$ cat src/rtl/mem_arbiter.sv
// Two-cache to single-memory-port arbiter: grants one cache per transaction,
// round-robin on ties, and routes read response beats back to the owner only.
module mem_arbiter #(
    parameter int unsigned ADDR_BITS  = 28,
    parameter int unsigned DATA_BITS  = 128,
    parameter int unsigned RESP_BEATS = 4
) (
    input  logic                   clk,
    input  logic                   reset,

    input  logic                   ic_req_valid,
    output logic                   ic_req_ready,
    input  logic [ADDR_BITS-1:0]   ic_req_addr,
    input  logic                   ic_req_rw,
    input  logic                   ic_req_data_valid,
    output logic                   ic_req_data_ready,
    input  logic [DATA_BITS-1:0]   ic_req_data_bits,
    input  logic [DATA_BITS/8-1:0] ic_req_data_mask,
    output logic                   ic_resp_valid,
    output logic [DATA_BITS-1:0]   ic_resp_data,

    input  logic                   dc_req_valid,
    output logic                   dc_req_ready,
    input  logic [ADDR_BITS-1:0]   dc_req_addr,
    input  logic                   dc_req_rw,
    input  logic                   dc_req_data_valid,
    output logic                   dc_req_data_ready,
    input  logic [DATA_BITS-1:0]   dc_req_data_bits,
    input  logic [DATA_BITS/8-1:0] dc_req_data_mask,
    output logic                   dc_resp_valid,
    output logic [DATA_BITS-1:0]   dc_resp_data,

    output logic                   mem_req_valid,
    input  logic                   mem_req_ready,
    output logic [ADDR_BITS-1:0]   mem_req_addr,
    output logic                   mem_req_rw,
    output logic                   mem_req_data_valid,
    input  logic                   mem_req_data_ready,
    output logic [DATA_BITS-1:0]   mem_req_data_bits,
    output logic [DATA_BITS/8-1:0] mem_req_data_mask,
    input  logic                   mem_resp_valid,
    input  logic [DATA_BITS-1:0]   mem_resp_data
);

    localparam int unsigned MASK_BITS = DATA_BITS / 8;
    localparam int unsigned CNT_BITS  = (RESP_BEATS > 1) ? $clog2(RESP_BEATS) : 1;
    localparam logic [CNT_BITS-1:0] LAST_BEAT = CNT_BITS'(RESP_BEATS - 1);

    typedef enum logic [1:0] {
        IDLE,
        ISSUE,
        READ_WAIT
    } state_t;

    state_t                state, state_n;
    logic                  owner, owner_n;
    logic                  rr_last, rr_last_n;
    logic [CNT_BITS-1:0]   beat_cnt, beat_cnt_n;
    logic                  req_done, req_done_n;
    logic                  data_done, data_done_n;

    logic                  own_req_valid;
    logic                  own_rw;
    logic                  own_data_valid;
    logic [ADDR_BITS-1:0]  own_addr;
    logic [DATA_BITS-1:0]  own_data;
    logic [MASK_BITS-1:0]  own_mask;

    logic                  issuing;
    logic                  reading;
    logic                  req_hs;
    logic                  data_hs;
    logic                  req_ready_grant;
    logic                  data_ready_grant;
    logic                  resp_beat;

    // Owner's request signals, selected by the current grant
    assign own_req_valid  = owner ? dc_req_valid      : ic_req_valid;
    assign own_rw         = owner ? dc_req_rw         : ic_req_rw;
    assign own_data_valid = owner ? dc_req_data_valid : ic_req_data_valid;
    assign own_addr       = owner ? dc_req_addr       : ic_req_addr;
    assign own_data       = owner ? dc_req_data_bits  : ic_req_data_bits;
    assign own_mask       = owner ? dc_req_data_mask  : ic_req_data_mask;

    assign issuing = (state == ISSUE);
    assign reading = (state == READ_WAIT);

    // Completed handshakes are masked so memory sees each exactly once
    assign mem_req_valid      = issuing && own_req_valid && !req_done;
    assign mem_req_data_valid = issuing && own_rw && own_data_valid && !data_done;
    assign mem_req_addr       = issuing ? own_addr : '0;
    assign mem_req_rw         = issuing && own_rw;
    assign mem_req_data_bits  = issuing ? own_data : '0;
    assign mem_req_data_mask  = issuing ? own_mask : '0;

    assign req_hs  = mem_req_valid && mem_req_ready;
    assign data_hs = mem_req_data_valid && mem_req_data_ready;

    assign req_ready_grant  = issuing && !req_done && mem_req_ready;
    assign data_ready_grant = issuing && own_rw && !data_done && mem_req_data_ready;

    assign ic_req_ready      = req_ready_grant && !owner;
    assign dc_req_ready      = req_ready_grant && owner;
    assign ic_req_data_ready = data_ready_grant && !owner;
    assign dc_req_data_ready = data_ready_grant && owner;

    // Response data is broadcast; only the owner's valid is raised
    assign resp_beat     = reading && mem_resp_valid;
    assign ic_resp_valid = resp_beat && !owner;
    assign dc_resp_valid = resp_beat && owner;
    assign ic_resp_data  = mem_resp_data;
    assign dc_resp_data  = mem_resp_data;

    always_ff @(posedge clk or posedge reset) begin
        if (reset) begin
            state     <= IDLE;
            owner     <= 1'b0;
            rr_last   <= 1'b1;
            beat_cnt  <= '0;
            req_done  <= 1'b0;
            data_done <= 1'b0;
        end else begin
            state     <= state_n;
            owner     <= owner_n;
            rr_last   <= rr_last_n;
            beat_cnt  <= beat_cnt_n;
            req_done  <= req_done_n;
            data_done <= data_done_n;
        end
    end

    always_comb begin
        state_n     = state;
        owner_n     = owner;
        rr_last_n   = rr_last;
        beat_cnt_n  = beat_cnt;
        req_done_n  = req_done;
        data_done_n = data_done;

        case (state)
            IDLE: begin
                if (ic_req_valid && dc_req_valid) begin
                    owner_n = !rr_last;
                    state_n = ISSUE;
                end else if (ic_req_valid) begin
                    owner_n = 1'b0;
                    state_n = ISSUE;
                end else if (dc_req_valid) begin
                    owner_n = 1'b1;
                    state_n = ISSUE;
                end
            end

            ISSUE: begin
                if (!own_rw) begin
                    if (req_hs) begin
                        state_n    = READ_WAIT;
                        beat_cnt_n = '0;
                    end
                end else if ((req_done || req_hs) && (data_done || data_hs)) begin
                    state_n     = IDLE;
                    req_done_n  = 1'b0;
                    data_done_n = 1'b0;
                    rr_last_n   = owner;
                end else begin
                    req_done_n  = req_done || req_hs;
                    data_done_n = data_done || data_hs;
                end
            end

            READ_WAIT: begin
                if (mem_resp_valid) begin
                    if (beat_cnt == LAST_BEAT) begin
                        state_n    = IDLE;
                        beat_cnt_n = '0;
                        rr_last_n  = owner;
                    end else begin
                        beat_cnt_n = beat_cnt + CNT_BITS'(1);
                    end
                end
            end

            default: state_n = IDLE;
        endcase
    end

endmodule

$ cat config.mk
export PLATFORM = sky130hd
export DESIGN_NAME = mem_arbiter
export DESIGN_NICKNAME = d
export VERILOG_FILES = /design/src/rtl/mem_arbiter.sv
export SDC_FILE = /design/constraint.sdc
export NUM_CORES = 1
export LEC_CHECK = 0
export ABC_AREA = 0
export CAP_MARGIN = 25
export CORE_AREA = 2 2 357 359
export DETAILED_ROUTE_END_ITERATION = 16
export DIE_AREA = 0 0 359 361
export GPL_TIMING_DRIVEN = 0
export PLACE_DENSITY = 0.3
export SYNTH_ARGS = -nofsm -noshare
export SYNTH_HDL_FRONTEND = slang
export SYNTH_SLANG_ARGS = --single-unit
$ cat constraint.sdc
create_clock -name clk -period 1.41 [get_ports clk]
set_input_delay 0.282 -clock clk [delete_from_list [all_inputs] [get_ports clk]]
set_output_delay 0.282 -clock clk [all_outputs]
set_load 0.01 [all_outputs]
### After elaboration in Yosys (flattened, before gate mapping)

Index checks and enable logic that the tools add are counted.

* logic and storage cells: 86
* output and inout port bits: 437
* flip-flop bits (word level): 8
* input port bits: 483

* multiplexer cells: 33
* $add $sub $neg: 1
* reduce and logical (&&, ||, !) cells: 34
* equality and inequality tests: 12

Operators with widths (number)
* two-way mux 128 bit: 2
* two-way mux 28 bit: 2
* two-way mux 16 bit: 2
* two-way mux 2 bit: 12
* logical AND 1 bit: 20
* two-way mux 1 bit: 12
* AND reduction 5 bit: 2
* != test 2 x 1 -> 1 bit (second input constant): 3
* != test 2 bit (second input constant): 3
* != test 3 x 2 -> 1 bit (second input constant): 2
* case mux 2 bit (3 select lines): 1
* equality test 2 bit (second input constant): 2
* zero test 1 bit: 4
* != test 4 bit (second input constant): 1
* case mux 2 bit (2 select lines): 1
* AND reduction 2 bit: 2
* AND reduction 4 bit: 1
* nonzero test 3 bit: 1
* adder 2 x 1 -> 2 bit (second input constant): 1
* equality test 2 x 1 -> 1 bit (second input constant): 1
* zero test 2 bit: 1
* logical OR 1 bit: 2
* case mux 1 bit (2 select lines): 1
* nonzero test 2 bit: 1

### Depth between registers and ports, before layout

Gate-level depths: netlist of the first run.

* depth in word-level cells: 10
* mapped depth: 6
* mapped depth without buffers: 4

### Worst setup path before layout of the first run

OpenSTA, ideal clock, no wires.

* path kind: register -> output
* from: register owner
* to: output mem_req_data_bits[100]
* data required time: 1.128 ns
* path slack: -0.104 ns
* path buffers: 4
* stages on the path, launching flop included: 7
* arrival time: 1.232 ns
* cells stage by stage: dfrtp_1 buf_6 buf_6 buf_2 buf_4 mux2i_1 nor2_1

* longest elaborated chain between the ends: 2

RTL lines
* start, declared: RTL line 56 `logic owner, owner_n;`
* start signal, assigned: RTL line 124 `owner <= owner_n;`
* two-way mux 128 bit: RTL line 82 `assign own_data = owner ? dc_req_data_bits : ic_req_data_bits;`
* two-way mux 128 bit: RTL line 93 `assign mem_req_data_bits = issuing ? own_data : '0;`
* end, declared: RTL line 39 `output logic [DATA_BITS-1:0] mem_req_data_bits,`

Every way passes these cells.

### Worst setup path after layout of the first run

* from: register owner
* to: output mem_req_data_bits[40]

Same word-level chain as after synthesis.

==> results of run 1 <==
kinds of logic (layout without fill, tap and decap cells):
logic type               count (synthesis)  count (layout)  synth area share (%)
AO/OA/AOI/OAI                           16              16                  2.62
adder cells (fa/ha/maj)                  1               1                 0.245
flip-flops                               8               8                  3.95
other                                    0               4                     0
multiplexers                           176             176                  34.9
buffers and inverters                  300            1213                  42.6
AND/OR/NAND/NOR                        201             201                  15.7
what timing repair did:
| item | 4_1_cts | 5_1_grt |
|---|---|---|
| endpoints found under the hold margin | 0 | 0 |
| pin swaps | 31 | 56 |
| cloned | 13 | 1 |
| setup buffers | 78 | 38 |
| setup endpoints to repair | 190 | 189 |
| gates resized for setup | 1413 | 206 |
worst max-delay path: cells and delay by family (launching register included):
family                 cells  cell delay [ns]
buffers and inverters      7             1.00
flip-flops                 1             0.36
multiplexers               1             0.18
AND/OR/NAND/NOR            1             0.14
synth_stat cells, types with 2 or more instances:
library cell  instances  area (sq um)
nor3_1                4          20.0
nand2_1               6          22.5
clkbuf_1              2          7.51
buf_6                 2          22.5
buf_4               266          2000
nor2_1              180           676
a22o_1                2          17.5
dfrtp_1               7           175
and2_1                3          18.8
and3_1                3          18.8
inv_1                 3          11.3
buf_2                27           135
a32o_1                2          20.0
mux2i_1             173          1730
power groups by stage:
stage | clock (mW) | sequential [mW] | combinational, mW
6_report | 0.488 | 0.458 | 32.0
5_1_grt | 0.516 | 0.472 | 33.7
3_5_place_dp | 0 | 0.435 | 21.5
3_3_place_gp | 0 | 0.431 | 21.4
4_1_cts | 0.495 | 0.451 | 30.9
2_1_floorplan | 0 | 0.412 | 7.93
sequential cells by signal, indices dropped and copies added, names as in the netlist:
register / flops
beat_cnt: 2
data_done: 1
owner: 1
req_done: 1
rr_last: 1
state: 2
how the worst max path moves through the flow:
stage,start,endpoint,slack (ns),cells past startpoint
2_1_floorplan,state[1],mem_req_addr[11],-0.07,5
3_3_place_gp,owner,mem_req_data_bits[60],-1.96,7
3_5_place_dp,owner,mem_req_data_bits[121],-1.82,6
4_1_cts,owner,mem_req_data_bits[53],-0.90,7
5_1_grt,owner,mem_req_data_bits[53],-0.90,7
6_report,owner,mem_req_data_bits[40],-0.81,9
layer usage:
layer / up-vias / GRT usage (%) / part of all wire, %
met5: - / 0 / 0.039
met4: 6 / 0.844 / 0.72
met1: 4007 / 15.8 / 44
li1: 3884 / - / -
met2: 457 / 21.3 / 48
met3: 24 / 3.38 / 6.8
area by class of cell:
type	count	area, sq um
antenna	4	10.0
buffer	291	2450
clock buffer	4	78.8
fill	14145	106000
inverter	3	11.3
multi-input combinational	394	4970
sequential	8	203
tap	1650	2060
timing repair buffer	915	9560
==> run summary, run 1 <==
Status = finished with violations
Failing checks = setup timing
Asr flop ratio synth = 100%
Power per cell area = 1700 nW/um^2
Clk sinks = 8
Reg clk slew, reported paths = 0.04 ns
Clock Latency Late Sink = 0.23 ns
First-pass DRT Iterations = 4
Final WL = 83800 microns
Post-synth EDFFs = 0
Post-Synthesis Cells = 702
Prevailing post-synth register cell = dfrtp_1
Depth of the most critical reg-to-reg path = 8
Netlist Area Pre-Place = 5100 sq um
Final Cell Area = 19300 sq um
1st-iter DRT viols = 248
Netlist cell types = 36
First-pass GRT wire length = 105000 microns
Nets = 2100
Worst Hold Class = in2async
Global route overflow = 0
Vias = 8378
CTS buffer count = 3
Gate power share = 97.1%
Worst r2r src = owner
Cell Area, Placed = 15300 sq um
Worst path cell trace = buf_6 > buf_16 > buf_16 > buf_4 > buf_12 > buf_12 > mux2i_4 > nor2_4 > buf_6
Worst-Margin Slew = 0.444 ns
Share of layout cells above drive strength 1 = 54.8%
Pre-CTS setup slack = -1.82 ns
RSZ-0062 raised after global routing = true
CP Capture Type = output port
DRC errors left = 0
Clk_skew = 0.00140 ns
Vias in the first global route = 9078
Post-DP HPWL = 75600 microns
Antenna viol nets, final = 0
# IOs = 920
Setup_tns = -123.96 ns
Final setup viols = 189
Via/cell ratio = 2.56
Avg Synthesized Cell Area = 7.27 sq um
Relative slew slack = 70.5%
Longest Clk Path Bufs = 2
Max Fclk = 451 MHz
Area Growth Syn to Fin = 279%
Die area = 130000 sq um
Final GP Congestion = 0.864
Pint = 17.3 mW
Worst stage delay on the critical path = 0.36 ns
Crit Path Category = reg2out
Yosys reg bits = 8
Max-slew violation count = 0
Final core utilization = 15.4%
Fin worst setup slack = -0.808 ns
Largest net degree at the start of global routing = 11
Placeable core area = 125000 sq um
Hold slack = 0.309 ns
Commonest non-fill, non-tap cell in the layout = clkdlybuf4s50_1
Chip width = 359 microns
Crit path launch type = flip-flop
Switching share of total power = 47.6%
WL/cell = 25.6 microns
Non-filler cells, final = 3269
Gr usage total = 12.3%
Worst R2R End = rr_last
Peak supply drop = 0.000465 V
Switching pwr = 15.7 mW
Yosys warns = 0
Clock Root Buffer = clkbuf_16
Placed Cells = 3146
Core Rows = 130
Crit Path Max Fanout = 10
Tot Pwr = 33.0 mW
Reg2reg setup slack = -0.47 ns
Hold_buf cts = 0
Syn_nets = 1186
Final Critical Period = 2.22 ns
Quantity of I/O buffers inserted on ports = 791
Max_cap viols = 0
Die Ht = 361 microns
Sequential share of power = 1.4%
CP Data Required Time = 1.13 ns
Slowest-stage cell, CP = dfrtp_1
Power share of the clock group = 1.5%
Period utilization = 157%
Hold Fails Final Rpt = 0
Initial core utilization = 4.07%
CTS tree = done
Arr. time, crit path = 1.94 ns
Register area share after synthesis = 3.95%
Static leakage = 7.43 nW
Initial antenna violation count = 14
Most frequent cells in the layout = clkdlybuf4s50_1, buf_4, buf_6
# H-tree levels = 1
Note: power is estimated with default switching activity, not from simulation.
==> run 2: changes to the inputs <==
CTS_BUF_LIST = sky130_fd_sc_hd__clkbuf_4 sky130_fd_sc_hd__clkbuf_8   (was not set)
CTS_CLUSTER_DIAMETER = 40   (was not set)
==> run summary, run 2 (synthesis gave the netlist of run 1 again) <==
Status = finished with violations
Failing checks = setup timing
Share of layout cells above drive strength 1 = 54.9%
Clock Root Buffer = clkbuf_8
Fin worst setup slack = -0.810 ns
CTS tree = done
# H-tree levels = 1
Max Fclk = 450 MHz
Gr usage total = 12.3%
CP delay by family, top = buffers and inverters
Most common cell on crit path = buf_12
Final setup viols = 189
Clk_skew = 0.000497 ns
Placeable core area = 125000 sq um
Reg clk slew, reported paths = 0.04 ns
Via/cell ratio = 2.57
Most frequent cells in the layout = clkdlybuf4s50_1, buf_4, buf_6
Arr. time, crit path = 1.94 ns
CP Data Required Time = 1.13 ns
Worst stage delay on the critical path = 0.36 ns
Global route overflow = 0
Final GP Congestion = 0.864
Initial antenna violation count = 15
Final WL = 83800 microns
Biggest regs = beat_cnt: 2 flops, state: 2 flops
Die Ht = 361 microns
Fillers = 14157
1st-iter DRT viols = 280
CP Capture Type = output port
First-pass GRT wire length = 104000 microns
Antenna viol nets, final = 0
Final core utilization = 15.4%
Crit Path Category = reg2out
# IOs = 920
DRC errors left = 0
Crit path launch type = flip-flop
RSZ-0062 raised after global routing = true
Vias = 8378
Area Growth Syn to Fin = 278%
Worst Hold Class = in2async
Peak supply drop = 0.000466 V
Die area = 130000 sq um
Worst-Margin Slew = 0.447 ns
Static leakage = 7.40 nW
Chip width = 359 microns
Quantity of I/O buffers inserted on ports = 791
Tot Pwr = 32.7 mW
Crit Path Max Fanout = 6
Hold Fails Final Rpt = 0
Relative slew slack = 70.3%
Vias in the first global route = 9065
WL/cell = 25.6 microns
WP buf/inv = 7
Non-filler cells, final = 3266
Worst path cell trace = buf_6 > buf_16 > buf_12 > buf_16 > buf_12 > buf_12 > mux2i_4 > nor2_2 > buf_2
Longest Clk Path Bufs = 2
Clk sinks = 8
Largest net degree at the start of global routing = 11
Pre-CTS setup slack = -1.82 ns
Period utilization = 157%
Slowest-stage cell, CP = dfrtp_1
Initial core utilization = 4.07%
Post-DP HPWL = 75600 microns
Core Rows = 130
Hold slack = 0.314 ns
Placed Cells = 3146
Max-slew violation count = 0
CTS buffer count = 3
Commonest non-fill, non-tap cell in the layout = clkdlybuf4s50_1
Max_cap viols = 0
Clock Latency Late Sink = 0.23 ns
Power per cell area = 1690 nW/um^2
Final Critical Period = 2.22 ns
Nets = 2098
First-pass DRT Iterations = 4
Hold_buf cts = 0
## run 2: repair_timing
item	4_1_cts	5_1_grt
setup endpoints to repair	190	189
pin swaps	31	53
buffers inserted	75	38
gates cloned	13	1
endpoints found under the hold margin	0	0
gates resized for setup	1402	219
## run 2: final timing paths
kind / startpoint / end / slack [ns] / depth (start not counted)
min: reset / state[1] / 0.31 / 2
max: owner / mem_req_data_bits[2] / -0.81 / 9
max reg2reg: owner / rr_last / -0.69 / 10
max in group asynchronous: reset / rr_last / 0.80 / 2
min in group clk: beat_cnt[1] / beat_cnt[1] / 0.50 / 1
min reg2reg: beat_cnt[1] / beat_cnt[1] / 0.50 / 1
## run 2: metrics by stage
step / cell area [sq um] / setup TNS, ns
after floorplan: 5250 / -10.45
after global placement: 15200 / -207.84
after detailed placement: 15300 / -207.66
after CTS: 18500 / -133.83
after global routing: 19300 / -140.40
final: 19300 / -124.60
## run 2: cell type report
type | count | area [sq um] | area share, %
diodes | 3 | 7.51 | 0.0389
plain buffers | 291 | 2450 | 12.7
clock buffers | 4 | 48.8 | 0.253
inverters | 3 | 11.3 | 0.0584
multi-input cells | 394 | 4970 | 25.8
flip-flops and latches | 8 | 203 | 1.05
well taps | 1650 | 2060 | 10.7
repair buffers | 913 | 9530 | 49.4
## run 2: metal layers
metal | wire length [microns] | vias up | GRT usage (%)
met4 | 540 | 6 | 0.844
met2 | 40500 | 469 | 21.3
met5 | 33 | - | 0
met1 | 36600 | 3999 | 15.7
met3 | 6060 | 22 | 3.44
li1 | - | 3882 | -
## run 2: worst register-to-register path, cell delays in order (launching register included)
cell and delay [ns]:
dfrtp_1 0.36, buf_6 0.14, buf_4 0.13, buf_6 0.10
buf_6 0.11, mux2i_4 0.20, buf_6 0.13, buf_6 0.11
buf_4 0.14, o311a_1 0.33, a311o_1 0.27
## run 2: where the power goes
| part | internal [mW] | total (mW) | leakage [nW] | switching (mW) |
|---|---|---|---|---|
| clock network | 0.215 | 0.309 | 0.0262 | 0.0938 |
| logic | 16.5 | 31.9 | 7.27 | 15.4 |
| registers | 0.328 | 0.458 | 0.0989 | 0.130 |
| total | 17.0 | 32.7 | 7.40 | 15.7 |
